--- src/rtl/pipe_ctrl_pkg.sv ---
// Shared definitions for the pipeline sequencer and the datapath around it:
// FSM state encoding, register-address constants, NOP encoding for bubbles
// and the packed bundle of pipeline-register controls.
package pipe_ctrl_pkg;

  localparam int unsigned XLEN   = 32;
  localparam int unsigned REG_AW = 5;
  localparam int unsigned CNT_W  = $clog2(16);

  localparam logic [REG_AW-1:0] REG_ZERO = 5'd0;

  // Instruction the datapath loads into RR/EX when bubble_EX is set (addi x0,x0,0)
  localparam logic [XLEN-1:0] NOP_INSN = 32'h0000_0013;
  localparam logic [REG_AW-1:0] NOP_RD = REG_ZERO;

  typedef enum logic [1:0] {
    ST_RUN     = 2'd0,
    ST_LDSTALL = 2'd1,
    ST_MCWAIT  = 2'd2
  } state_t;

  typedef struct packed {
    logic en_if;
    logic en_id;
    logic en_rr;
    logic en_ex;
    logic flush_id;
    logic flush_rr;
    logic bubble_ex;
  } pipe_ctl_t;

  localparam pipe_ctl_t CTL_RUN    = '{en_if: 1'b1, en_id: 1'b1, en_rr: 1'b1, en_ex: 1'b1,
                                       flush_id: 1'b0, flush_rr: 1'b0, bubble_ex: 1'b0};
  localparam pipe_ctl_t CTL_FREEZE = '{en_if: 1'b0, en_id: 1'b0, en_rr: 1'b0, en_ex: 1'b0,
                                       flush_id: 1'b0, flush_rr: 1'b0, bubble_ex: 1'b0};
  localparam pipe_ctl_t CTL_LDBUB  = '{en_if: 1'b0, en_id: 1'b0, en_rr: 1'b0, en_ex: 1'b1,
                                       flush_id: 1'b0, flush_rr: 1'b0, bubble_ex: 1'b1};
  localparam pipe_ctl_t CTL_BRANCH = '{en_if: 1'b1, en_id: 1'b1, en_rr: 1'b1, en_ex: 1'b1,
                                       flush_id: 1'b1, flush_rr: 1'b1, bubble_ex: 1'b1};
  localparam pipe_ctl_t CTL_RESET  = '{en_if: 1'b0, en_id: 1'b0, en_rr: 1'b0, en_ex: 1'b0,
                                       flush_id: 1'b1, flush_rr: 1'b1, bubble_ex: 1'b1};

endpackage

--- src/rtl/pipe_hazard_ctrl_ld_use_cmp.sv ---
// Load-use hazard detector: flags an RR-stage operand read of the register
// that the load currently in EX will write. Register 0 never hazards.
// Ports: r1_addr/r2_addr (RR sources), use_mask (bit0 R1, bit1 R2),
//        r3_addr (EX destination), ld (EX is a load), hz (hazard, comb).
module ld_use_cmp
  import pipe_ctrl_pkg::*;
(
  input  logic [REG_AW-1:0] r1_addr,
  input  logic [REG_AW-1:0] r2_addr,
  input  logic [1:0]        use_mask,
  input  logic [REG_AW-1:0] r3_addr,
  input  logic              ld,
  output logic              hz
);

  logic r1_hit;
  logic r2_hit;

  assign r1_hit = use_mask[0] & (r1_addr == r3_addr);
  assign r2_hit = use_mask[1] & (r2_addr == r3_addr);
  assign hz     = ld & (r3_addr != REG_ZERO) & (r1_hit | r2_hit);

endmodule

--- src/rtl/pipe_hazard_ctrl.sv ---
// Pipeline sequencer: drives enables/flushes of IF/ID, ID/RR and RR/EX from
// load-use hazards, multi-cycle EX ops, taken branches and memory stalls.
// Ports: clk, reset (sync, active-high); RR/EX register addresses and
//        hazard qualifiers in; en_IF/ID/RR/EX, flush_ID/RR, bubble_EX
//        (combinational, zero latency), state, stall_cycles out.
module pipe_hazard_ctrl
  import pipe_ctrl_pkg::*;
#(
  parameter int unsigned MUL_LAT    = 4,
  parameter int unsigned LD_BUBBLES = 1
) (
  input  logic              clk,
  input  logic              reset,
  input  logic [REG_AW-1:0] R1_addr_RR,
  input  logic [REG_AW-1:0] R2_addr_RR,
  input  logic [1:0]        use_RR,
  input  logic [REG_AW-1:0] R3_addr_EX,
  input  logic              ld_EX,
  input  logic              mc_start_EX,
  input  logic              br_taken_EX,
  input  logic              stall_req,
  output logic              en_IF,
  output logic              en_ID,
  output logic              en_RR,
  output logic              en_EX,
  output logic              flush_ID,
  output logic              flush_RR,
  output logic              bubble_EX,
  output logic [1:0]        state,
  output logic [XLEN-1:0]   stall_cycles
);

  // Reload values; guarded so small parameter values never wrap
  localparam int unsigned MC_LOAD_I = (MUL_LAT > 2) ? (MUL_LAT - 2) : 0;
  localparam int unsigned LD_LOAD_I = (LD_BUBBLES > 2) ? (LD_BUBBLES - 2) : 0;
  localparam logic [CNT_W-1:0] MC_LOAD = CNT_W'(MC_LOAD_I);
  localparam logic [CNT_W-1:0] LD_LOAD = CNT_W'(LD_LOAD_I);

  state_t           state_q, state_d;
  logic [CNT_W-1:0] cnt_q, cnt_d;
  logic [XLEN-1:0]  stall_q;
  pipe_ctl_t        ctl;
  logic             hz;

  ld_use_cmp u_ld_use_cmp (
    .r1_addr  (R1_addr_RR),
    .r2_addr  (R2_addr_RR),
    .use_mask (use_RR),
    .r3_addr  (R3_addr_EX),
    .ld       (ld_EX),
    .hz       (hz)
  );

  // State, wait counter and stall perf counter
  always_ff @(posedge clk) begin
    if (reset) begin
      state_q <= ST_RUN;
      cnt_q   <= '0;
      stall_q <= '0;
    end else begin
      state_q <= state_d;
      cnt_q   <= cnt_d;
      if (!ctl.en_rr && (stall_q != '1)) begin
        stall_q <= stall_q + 32'd1;
      end
    end
  end

  // Next state and pipeline controls; stall_req freezes state and counter
  always_comb begin
    state_d = state_q;
    cnt_d   = cnt_q;
    ctl     = CTL_RUN;
    if (reset) begin
      ctl = CTL_RESET;
    end else if (stall_req) begin
      ctl = CTL_FREEZE;
    end else begin
      unique case (state_q)
        ST_RUN: begin
          if (br_taken_EX) begin
            // Wrong-path instructions in IF/ID and ID/RR are squashed
            ctl = CTL_BRANCH;
          end else if (mc_start_EX) begin
            if (MUL_LAT > 1) begin
              ctl = CTL_FREEZE;
              if (MUL_LAT > 2) begin
                cnt_d   = MC_LOAD;
                state_d = ST_MCWAIT;
              end
            end
          end else if (hz) begin
            ctl = CTL_LDBUB;
            if (LD_BUBBLES > 1) begin
              cnt_d   = LD_LOAD;
              state_d = ST_LDSTALL;
            end
          end
        end
        ST_LDSTALL: begin
          // cnt counts the remaining extra bubbles after this one
          ctl = CTL_LDBUB;
          if (cnt_q == '0) begin
            state_d = ST_RUN;
          end else begin
            cnt_d = cnt_q - CNT_W'(1);
          end
        end
        ST_MCWAIT: begin
          // cnt counts the remaining MCWAIT cycles including this one
          ctl = CTL_FREEZE;
          if (cnt_q != '0) begin
            cnt_d = cnt_q - CNT_W'(1);
          end
          if (cnt_q <= CNT_W'(1)) begin
            state_d = ST_RUN;
          end
        end
        default: begin
          state_d = ST_RUN;
          cnt_d   = '0;
        end
      endcase
    end
  end

  assign en_IF        = ctl.en_if;
  assign en_ID        = ctl.en_id;
  assign en_RR        = ctl.en_rr;
  assign en_EX        = ctl.en_ex;
  assign flush_ID     = ctl.flush_id;
  assign flush_RR     = ctl.flush_rr;
  assign bubble_EX    = ctl.bubble_ex;
  assign state        = state_q;
  assign stall_cycles = stall_q;

endmodule

--- config.mk ---
export PLATFORM = sky130hd
export DESIGN_NAME = pipe_hazard_ctrl
export DESIGN_NICKNAME = d
export VERILOG_FILES = /design/src/rtl/pipe_ctrl_pkg.sv /design/src/rtl/pipe_hazard_ctrl_ld_use_cmp.sv /design/src/rtl/pipe_hazard_ctrl.sv
export SDC_FILE = /design/constraint.sdc
export NUM_CORES = 1
export LEC_CHECK = 0
export CAP_MARGIN = 20
export CORE_UTILIZATION = 35
export CTS_CLUSTER_SIZE = 16
export DETAILED_ROUTE_END_ITERATION = 16
export PLACE_DENSITY = 0.74
export SLEW_MARGIN = 25
export SYNTH_ARGS = -nofsm -noshare
export SYNTH_HDL_FRONTEND = slang
export SYNTH_SLANG_ARGS = --single-unit
--- constraint.sdc ---
create_clock -name clk -period 2.9 [get_ports clk]
set_clock_uncertainty 0.15 [all_clocks]
set_input_delay 0.29 -clock clk [delete_from_list [all_inputs] [get_ports clk]]
set_output_delay 0.29 -clock clk [all_outputs]
set_load 0.05 [all_outputs]
==> metrics.txt, run 1 <==
RSZ-0062 raised after global routing false; # IOs 64; Initial DRT Pass Iterations 4; largest net degree at the start of global routing 41; Place WS 0.1650 ns; GP Congestion 0.8116; DIE AREA 6397 sq um; Routed Antenna Nets 0; Synth top area share 0.3480; CP delay by family, top buffers and inverters; DRC Markers 0; row count 28; Hold Path Sink stall_cycles[27]$_SDFFE_PP0P_; Worst path most repeated cell buf_12; min-delay worst type reg -> reg; DPL Wire Length 3448 um; DR iter-0 viols 93; total grt overflow 0; most common cell after layout, fill and taps aside clkdlybuf4s50_1; Worst R2R End stall_cycles[18]$_SDFFE_PP0P_; wire per inst 12.34 um; end-of-flow core utilization 0.5043; cells after synthesis 248; max cap viols 0; CTS H-tree lvls 2; synth top area cells dfxtp_1 (35%), xnor2_1 (11%), nor2_1 (6.3%), nand2_1 (3.2%), nor3_1 (3.1%); Static Leak 0.0009731 uW; hold path cells 2; R2R Path Start stall_cycles[18]$_SDFFE_PP0P_; syn avg cell area 8.582 sq um; IO Port Bufs 62; sequential share of the synthesized area 0.3480; FF+latch count, synth 37; CP max-delay cell or4_1; Area Overhead vs Synth 39.45%; vias in the first global route 1726; Buf+Inv Stages, Crit Path 3; Period minus WS final 2.708 ns; crit path DAT 2.27 ns; worst-path cell chain clkdlybuf4s50_1 > or4_1 > o21ai_1 > a21oi_1 > a21boi_4 > buf_12 > buf_12; maximum VDD drop 0.2579 mV; cell area after layout 2968 sq um; post_cts resized 0; Slew Viols, Final 0; gr usage total 0.1539; initial antenna violation count 0; Die Ht 79.98 um; Synth Net Count 275; CTS buffer count 5; Post-Synth Adder-Cell Area 0.02352; most frequent cells in the layout clkdlybuf4s50_1 (55), dfxtp_1 (37), nor2_1 (36), xnor2_1 (27), nand2_1 (18); Reg2Reg Setup Slack 0.56 ns; main combinational cell family by area after synthesis simple AND/OR/NAND/NOR gates; CP Data Required Time 2.46 ns; Clock transition at path regs 0.07 ns; status complete, no violations; Post-CTS Setup Inserts 0; Mapped Area 2128 sq um; Crit Path Category in -> out; PD cells 421.4 nW/um^2; compound-cell area share of the yosys netlist 0.09641; Initial Util 0.3616; post-synthesis mux area share 0.009406; length in cells of the worst reg-to-reg path 7; worst-skew pair later-pin latency 0.29 ns; TritonCTS Sinks 37; kind of end point of the critical path output pin; antenna cells 0; top_reg_cell synth dfxtp_1; via count 1924; CTS tree built; layout cells sized above 1 0.1042; critical-path maximum fanout 20; core area 5886 sq um; Post-synth EDFFs 0; Max Freq 369.3 MHz; Slowest Stage Delay on Critical Path 0.55 ns; post-synth top area cell dfxtp_1; endpoints failing hold 0; Yosys Warn Count 0; max_slew headroom 0.6631; setup total negative slack 0 ns; Tightest Pin Transition 0.5038 ns; final setup vio count 0; Clock Tree Buf Depth 2; dpl cell area 2834 sq um; Worst Setup Start Kind primary input; Post-Synth XOR/XNOR Area 0.1399; CTS root buffer clkbuf_8; first-pass GRT wire length 7728 um; hold path startpoint stall_cycles[27]$_SDFFE_PP0P_; Synth Area in Simple Gates 0.3192; DR vias/cell 5.037; Die Wd 79.98 um; Netlist cell types 49; Layout Nets 333; period utilization 0.9337; hold_buf cts 0; setup ws final 0.1923 ns; final wirelength 4714 um; ys async rst share 0
[synth_stat cells (2+ instances only)]
cell type  number
nor4b_1         2
nand4_2         2
ha_1            4
a311oi_1        2
mux2i_1         2
inv_1           4
o21ai_0         9
xor2_1          7
nand4_1         7
clkbuf_1        3
nand2b_1        2
and2_1          2
a21o_1          3
or4_1           2
dfxtp_1        37
nand2_1        18
a21oi_1        10
a211oi_1        2
nor3b_1         2
buf_4           6
or3_2           2
nor2_1         36
nor4_1          4
or3_1           5
nor3_1         13
xnor2_1        27
nand3_1         8
buf_2           3
nand4b_1        4
[tightest hold or removal path, cell delays in order (launching register included)]
cell     delay (ns)
dfxtp_1        0.34
o31ai_1        0.07
a21oi_1        0.06
[flip-flops by register name (all words and copies together) (netlist names)]
register	count
cnt_q	4
stall_cycles	32
state	1
[per-layer routing]
layer  track usage  wire, um  vias up
li1              -         -      971
met2        0.2521      2171       50
met1        0.1913      2171      899
met4       0.06250        36        0
met5             0         0        -
met3       0.03886       334        4
[final cells by class]
cell class              instances  area (sq um)
well taps                      75         93.84
clock inverters                 3         65.06
multi-input cells             193          1271
clock buffers                   5         68.82
flip-flops and latches         37         740.7
fillers                       584          2918
inverters                       4         15.01
repair buffers                 65         713.2
[stage by stage]
stage	std cells	power [uW]	hold slack [ns]
final	382	1251	0.3543
after global routing	382	1301	0.3784
after CTS	382	1267	0.3542
after detailed placement	374	739.4	0.3448
after global placement	374	736.6	0.3287
after floorplan	248	662.6	0.3172
[worst max path at each step]
stage / startpoint / end / slack [ns] / depth (start not counted)
after floorplan: state[1]$_SDFFE_PP0P_ / en_IF / 0.15 / 4
after global placement: R3_addr_EX[1] / stall_cycles[18]$_SDFFE_PP0P_ / 0.20 / 8
after detailed placement: R3_addr_EX[1] / stall_cycles[18]$_SDFFE_PP0P_ / 0.17 / 8
after CTS: R3_addr_EX[1] / en_IF / 0.18 / 7
after global routing: R3_addr_EX[1] / en_IF / 0.1 / 7
final: R3_addr_EX[1] / en_IF / 0.19 / 7
[kinds of logic (layout without fill, tap and decap cells)]
| logic type | after synthesis | count (layout) |
|---|---|---|
| fa+ha+maj | 4 | 4 |
| other cells | 1 | 1 |
| flops | 37 | 37 |
| compound gates | 32 | 32 |
| mux | 2 | 2 |
| xor+xnor | 34 | 34 |
| simple gates | 120 | 120 |
| buf+inv | 18 | 77 |
[where the power goes]
group          switching (uW)  internal [uW]
combinational             108           92.5
clock                     182            342
sequential               9.70            517
No activity file was read; power rests on OpenSTA's default activity.
==> run 2: changes to the inputs <==
DONT_BUFFER_PORTS = 1   (was default)
PLACE_DENSITY = 0.61   (was 0.74)
==> metrics.txt, run 2 (same netlist as run 1, synthesis figures left out) <==
CTS buffer count 5; final setup vio count 0; Slowest Stage Delay on Critical Path 0.68 ns; max cap viols 0; Post-CTS Setup Inserts 0; Crit Path Category reg -> reg; Initial DRT Pass Iterations 4; Largest register FFs 32; period utilization 0.8140; vias in the first global route 1669; total grt overflow 0; IO Port Bufs 0; crit path DAT 2.39 ns; CP Data Required Time 2.93 ns; initial antenna violation count 0; routed length on met3 385 um; Slew Viols, Final 0; wire per inst 13.57 um; Static Leak 0.0008905 uW; Die Ht 79.98 um; Worst Setup Start Kind register; gr usage total 0.1548; Tightest Pin Transition 0.7379 ns; worst-skew pair later-pin latency 0.29 ns; row count 28; Die Wd 79.98 um; layout cells sized above 1 0.2115; max_slew headroom 0.5047; PD cells 423.9 nW/um^2; DIE AREA 6397 sq um; metal1 wirelength 2108 um; RSZ-0062 raised after global routing false; Initial Util 0.3616; Max Freq 423.6 MHz; core area 5886 sq um; min-delay worst type in -> reg; CTS H-tree lvls 2; CTS root buffer clkbuf_8; TritonCTS Sinks 37; number of fill cells in the layout 585; antenna cells 0; maximum VDD drop 0.2359 mV; Clock Tree Buf Depth 2; most common cell after layout, fill and taps aside dfxtp_1; CP max-delay cell dfxtp_1; critical-path maximum fanout 7; Layout Nets 305; final wirelength 4804 um; status complete, no violations; Area Overhead vs Synth 18.64%; via count 1867; DRC Markers 0; Routed Antenna Nets 0; Period minus WS final 2.361 ns; Reg2Reg Setup Slack 0.54 ns; largest net degree at the start of global routing 37; kind of end point of the critical path register; most frequent cells in the layout dfxtp_1 (37), nor2_1 (36), buf_4 (35), xnor2_1 (27), nand2_1 (18); # IOs 64; CTS tree built; first-pass GRT wire length 7617 um; met2 routed WL 2209 um; endpoints failing hold 0; DPL Wire Length 3544 um; Clock transition at path regs 0.08 ns; DR iter-0 viols 90; DR vias/cell 5.274; GP Congestion 0.8101; setup total negative slack 0 ns; worst-path cell chain nand4_1 > nor4_4 > nand3b_1 > or2_0 > xor2_1 > nor2_1; Top Metal Used met4; end-of-flow core utilization 0.4290
==> run 2: worst paths after layout <==
check / startpoint / end / depth (start not counted)
setup / recovery: stall_cycles[27]$_SDFFE_PP0P_ / stall_cycles[18]$_SDFFE_PP0P_ / 6
hold / removal: reset / stall_cycles[29]$_SDFFE_PP0P_ / 2
setup reg to reg: stall_cycles[27]$_SDFFE_PP0P_ / stall_cycles[18]$_SDFFE_PP0P_ / 6
hold reg to reg: cnt_q[1]$_SDFFE_PP0P_ / cnt_q[1]$_SDFFE_PP0P_ / 2
==> run 2: power breakdown <==
part           leakage [uW]  switching, uW  total, uW  internal [uW]
registers          0.000299           7.42        524            517
logic              0.000537           96.4        147           50.9
clock network     0.0000542            184        399            215
total              0.000891            288       1070            782
==> run 2: cell type report <==
cell class	count	area, sq um	share of cell area
multi-input cells	193	1271	0.5035
clock inverters	1	5.005	0.001982
inverters	4	15.01	0.005946
well taps	75	93.84	0.03717
flip-flops and latches	37	740.7	0.2934
clock buffers	7	96.34	0.03816
repair buffers	37	302.8	0.1199
==> run 2: through the flow <==
| stage | total power [uW] | worst slack, ns | area, sq um | instances | hold slack (ns) |
|---|---|---|---|---|---|
| after detailed placement | 672.8 | 0.5012 | 2404 | 345 | 0.2173 |
| after floorplan | 662.6 | 0.1483 | 2143 | 248 | 0.3172 |
| after CTS | 1092 | 0.5310 | 2525 | 354 | 0.01553 |
| final | 1070 | 0.5395 | 2525 | 354 | 0.02562 |
| after global placement | 670.6 | 0.5465 | 2404 | 345 | 0.2136 |
| after global routing | 1123 | 0.3455 | 2525 | 354 | 0.01866 |
==> run 2: metal layers <==
metal	vias to the layer above	track usage
met2	72	0.2530
met3	11	0.05829
met5	-	0
met1	869	0.1819
li1	915	-
met4	0	0.06071
==> run 2: worst max-delay path, delay by kind of cell (launching register included) <==
| kind | cells | cell delay, ns |
|---|---|---|
| simple gates | 5 | 1.25 |
| xor+xnor | 1 | 0.18 |
| flops | 1 | 0.68 |
==> run 2: repair_timing <==
action | in CTS | in global routing
gates resized for setup | 0 | 0
setup endpoints to repair | 0 | 0
hold buffers | 1 | 0
hold endpoints to repair | 36 | 0
==> edit 1, RTL diff (config.mk and constraints of run 1) <==
Reset style: asynchronous (`reset`), changed in one clocked block.
--- a/src/rtl/pipe_hazard_ctrl.sv
+++ b/src/rtl/pipe_hazard_ctrl.sv
@@ -53,5 +53,5 @@
 
   // State, wait counter and stall perf counter
-  always_ff @(posedge clk) begin
+  always_ff @(posedge clk or posedge reset) begin
     if (reset) begin
       state_q <= ST_RUN;
Behaviour: differs if reset is asserted again (counterexample within 4 cycles, from zero or initial values and one cycle with reset high); with reset held inactive, the same outputs for 10 cycles.
==> edit 1 against run 1 <==
Worst setup slack gained 60 ps; critical path type unchanged; final cell count shrank 11%; area after synthesis shrank 3.8%; routed wire length shrank 8.5%; sequential cell count is the same; final area shrank 3.9%.
Power is not compared: it rests on default switching activity, and its combinational part moved more than twofold at a synthesized area within 25%.
==> edit 1: results (changes against run 1) <==
| Metric | Value |
|---|---|
| Syn Inst Count | `204 (-18%)` |
| Core area | `5570 sq um (-5.3%)` |
| Worst flop-to-flop path endpoint | `stall_cycles[1]` |
| Max_slew headroom | `49.9% (-16 points)` |
| DR WL met3 | `177 microns (-47%)` |
| Met2 WL | `2010 microns (-7.5%)` |
| Worst-path maximum fanout | `4 (-80%)` |
| Hold Path Depth | `1 (-1)` |
| # clk buffers | `7 (+2)` |
| Setup Fix Bufs, Post-CTS | `0 (unchanged)` |
| Dpl ws | `107 ps (-57.6 ps)` |
| Post-synth top cells | `dfrtp_1, xnor2_1, nand2_1, nor2_1, nand3_1` |
| Area Overhead vs Synth | `39.3%` |
| Multi-input logic area | `1050 sq um (-18%)` |
| Post-layout nets | `295 (-11%)` |
| Reg2Reg Depth | `5 (-2)` |
| Dpl cell area | `2750 sq um (-3.0%)` |
| Status | `finished clean` |
| Adder-Cell Fraction of Synth Area | `2.44% (+0.093 points)` |
| Synth async-reset ratio | `100% (+100 points)` |
| Hold WS | `338 ps (-16.5 ps)` |
| Initial DRC count | `76 (-18%)` |
| Routed WL | `4310 microns (-8.5%)` |
| Placer Congestion | `0.829 (+2.1%)` |
| Met2 usage | `24.6% (-0.56 points)` |
| Worst-case hold path end point | `stall_cycles[24]` |
| Sequential area share after synthesis | `45.2% (+10 points)` |
| Vias in the first global route | `1588 (-8.0%)` |
| Placed insts | `333 (-11%)` |
| Multi-In Gates | `152 (-21%)` |
| Min-Delay Startpoint | `stall_cycles[24]` |
| GR Util met3 | `3.60% (-0.28 points)` |
| Syn nets | `231 (-16%)` |
| Worst EP arrival | `2210 ps (-60 ps)` |
| Multiplexer area fraction after synthesis | `0.550% (-0.39 points)` |
| Wl on met1 | `2040 microns (-5.9%)` |
| First-pass GRT wire length | `7260 microns (-6.1%)` |
| Total GRT Usage | `15.3% (-0.090 points)` |
| Routed vias/inst | `4.78 (-5.0%)` |
| Share of cells above drive strength 1 | `10.0% (-0.39 points)` |
| Ant. Diodes | `0 (unchanged)` |
| Sequential portion of the cell area | `32.5% (+7.5 points)` |
| NonClk Buf Share | `23.1% (-0.95 points)` |
| ClkCell Share | `3.55% (-0.96 points)` |
| Non-clk invs | `8 (+4)` |
| DP HPWL | `3290 microns (-4.5%)` |
| Synth top area cells | `dfrtp_1, xnor2_1, nand2_1` |
-- edit 1: cells by family after synthesis --
kind of cell,Yosys count
AND/OR/NAND/NOR,91
adder cells (fa/ha/maj),4
multiplexers,1
other,1
flip-flops,37
XOR/XNOR,43
AO/OA/AOI/OAI,12
buffers and inverters,15
-- edit 1: power breakdown --
part / internal (mW) / switching (mW)
clock: 0.215 / 0.181
sequential: 0.601 / 0.126
combinational: 0.288 / 0.438
-- edit 1: worst max path at each step --
stage                        from                to  slack [ps]  depth (start not counted)
floorplan                state[1]  stall_cycles[30]         230                          5
global placement    R3_addr_EX[2]   stall_cycles[1]         140                          7
detailed placement  R3_addr_EX[4]   stall_cycles[1]         110                          7
CTS                 R3_addr_EX[2]             en_IF         240                          7
global route        R3_addr_EX[2]             en_IF         180                          7
finish              R3_addr_EX[2]             en_RR         250                          7
-- edit 1: worst max-delay path, stage by stage --
cell and delay [ps]:
clkdlybuf4s50_1 480, or4_1 540, o21a_1 210, a21boi_4 150, a21boi_4 200, buf_4 190, buf_12 140
==> edit 2, RTL diff (settings of run 1) <==
Made on the original files. Set the package constant `REG_ZERO` to 5'd1 (it was 5'd0).
--- a/src/rtl/pipe_ctrl_pkg.sv
+++ b/src/rtl/pipe_ctrl_pkg.sv
@@ -8,5 +8,5 @@
   localparam int unsigned CNT_W  = $clog2(16);
 
-  localparam logic [REG_AW-1:0] REG_ZERO = 5'd0;
+  localparam logic [REG_AW-1:0] REG_ZERO = 5'd1;
 
   // Instruction the datapath loads into RR/EX when bubble_EX is set (addi x0,x0,0)
Function: changed (Yosys sat finds a counterexample within 4 cycles, from zero or initial values and one cycle with reset high).
==> edit 2 against run 1 <==
Area after synthesis grew 2.5%; power shrank 3.7%; sequential cell count is the same; maximum frequency shrank 3.8%; routed wire length grew 12%; critical endpoint is now en_ID; global-route usage grew 1.5 points; final area grew 5.1%; worst setup slack lost 110 ps.
==> edit 2: results (changes against run 1) <==
| Metric | Value |
|---|---|
| NonClk Buf Share | `26.2% (+2.1 points)` |
| Final sequential cell count | `37 (unchanged)` |
| Total GRT Usage | `16.8% (+1.5 points)` |
| Post-synth top cells | `dfxtp_1, a21oi_1, o31ai_1, or4_1, nor2_1` |
| Placed insts | `393 (+5.1%)` |
| Sequential area share after synthesis | `34.0% (-0.84 points)` |
| DP HPWL | `3920 microns (+14%)` |
| Vias | `2209 (+15%)` |
| Non-clock buffer count | `77 (+18%)` |
| Share of cells above drive strength 1 | `12.0% (+1.5 points)` |
| Dpl cell area | `3000 sq um (+5.8%)` |
| Status | `finished clean` |
| Routed vias/inst | `5.51 (+9.4%)` |
| Met2 usage | `30.6% (+5.4 points)` |
| XOR/XNOR Fraction of Synth Area | `4.82% (-9.2 points)` |
| GR Util met3 | `3.71% (-0.18 points)` |
| FF-to-FF Start | `stall_cycles[19]` |
| Final WS setup | `84.9 ps (-107 ps)` |
| Wl on met1 | `2330 microns (+7.2%)` |
| R2R Setup Slk | `490 ps (-70 ps)` |
| Synth unique cells | `43 (-12%)` |
| Syn Inst Count | `263 (+6.0%)` |
| Largest net degree at the start of global routing | `47 (+15%)` |
| Vias in the first global route | `1991 (+15%)` |
| Multi-In Gates | `198 (+2.6%)` |
| Initial DRC count | `123 (+32%)` |
## edit 2: cell types whose count changed after synthesis, sizes merged, moves of 8 or more
cell / before / now
or4: 2 / 22
a21oi: 10 / 27
nor2: 37 / 15
clkbuf: 3 / 11
o31ai: 1 / 22
xnor2: 27 / 2
## edit 2: how the worst min path moves through the flow
| stage | from | end | slack, ps |
|---|---|---|---|
| 2_1_floorplan | cnt_q[0] | cnt_q[0] | 330 |
| 3_3_place_gp | stall_cycles[13] | stall_cycles[13] | 330 |
| 3_5_place_dp | stall_cycles[17] | stall_cycles[17] | 340 |
| 4_1_cts | stall_cycles[17] | stall_cycles[17] | 350 |
| 5_1_grt | stall_cycles[23] | stall_cycles[23] | 380 |
| 6_report | stall_cycles[17] | stall_cycles[17] | 350 |
## edit 2: where the power goes
group          internal, mW  total [mW]  switching, mW
combinational        0.0971       0.206          0.109
clock                 0.280       0.472          0.192
sequential            0.516       0.526         0.0102
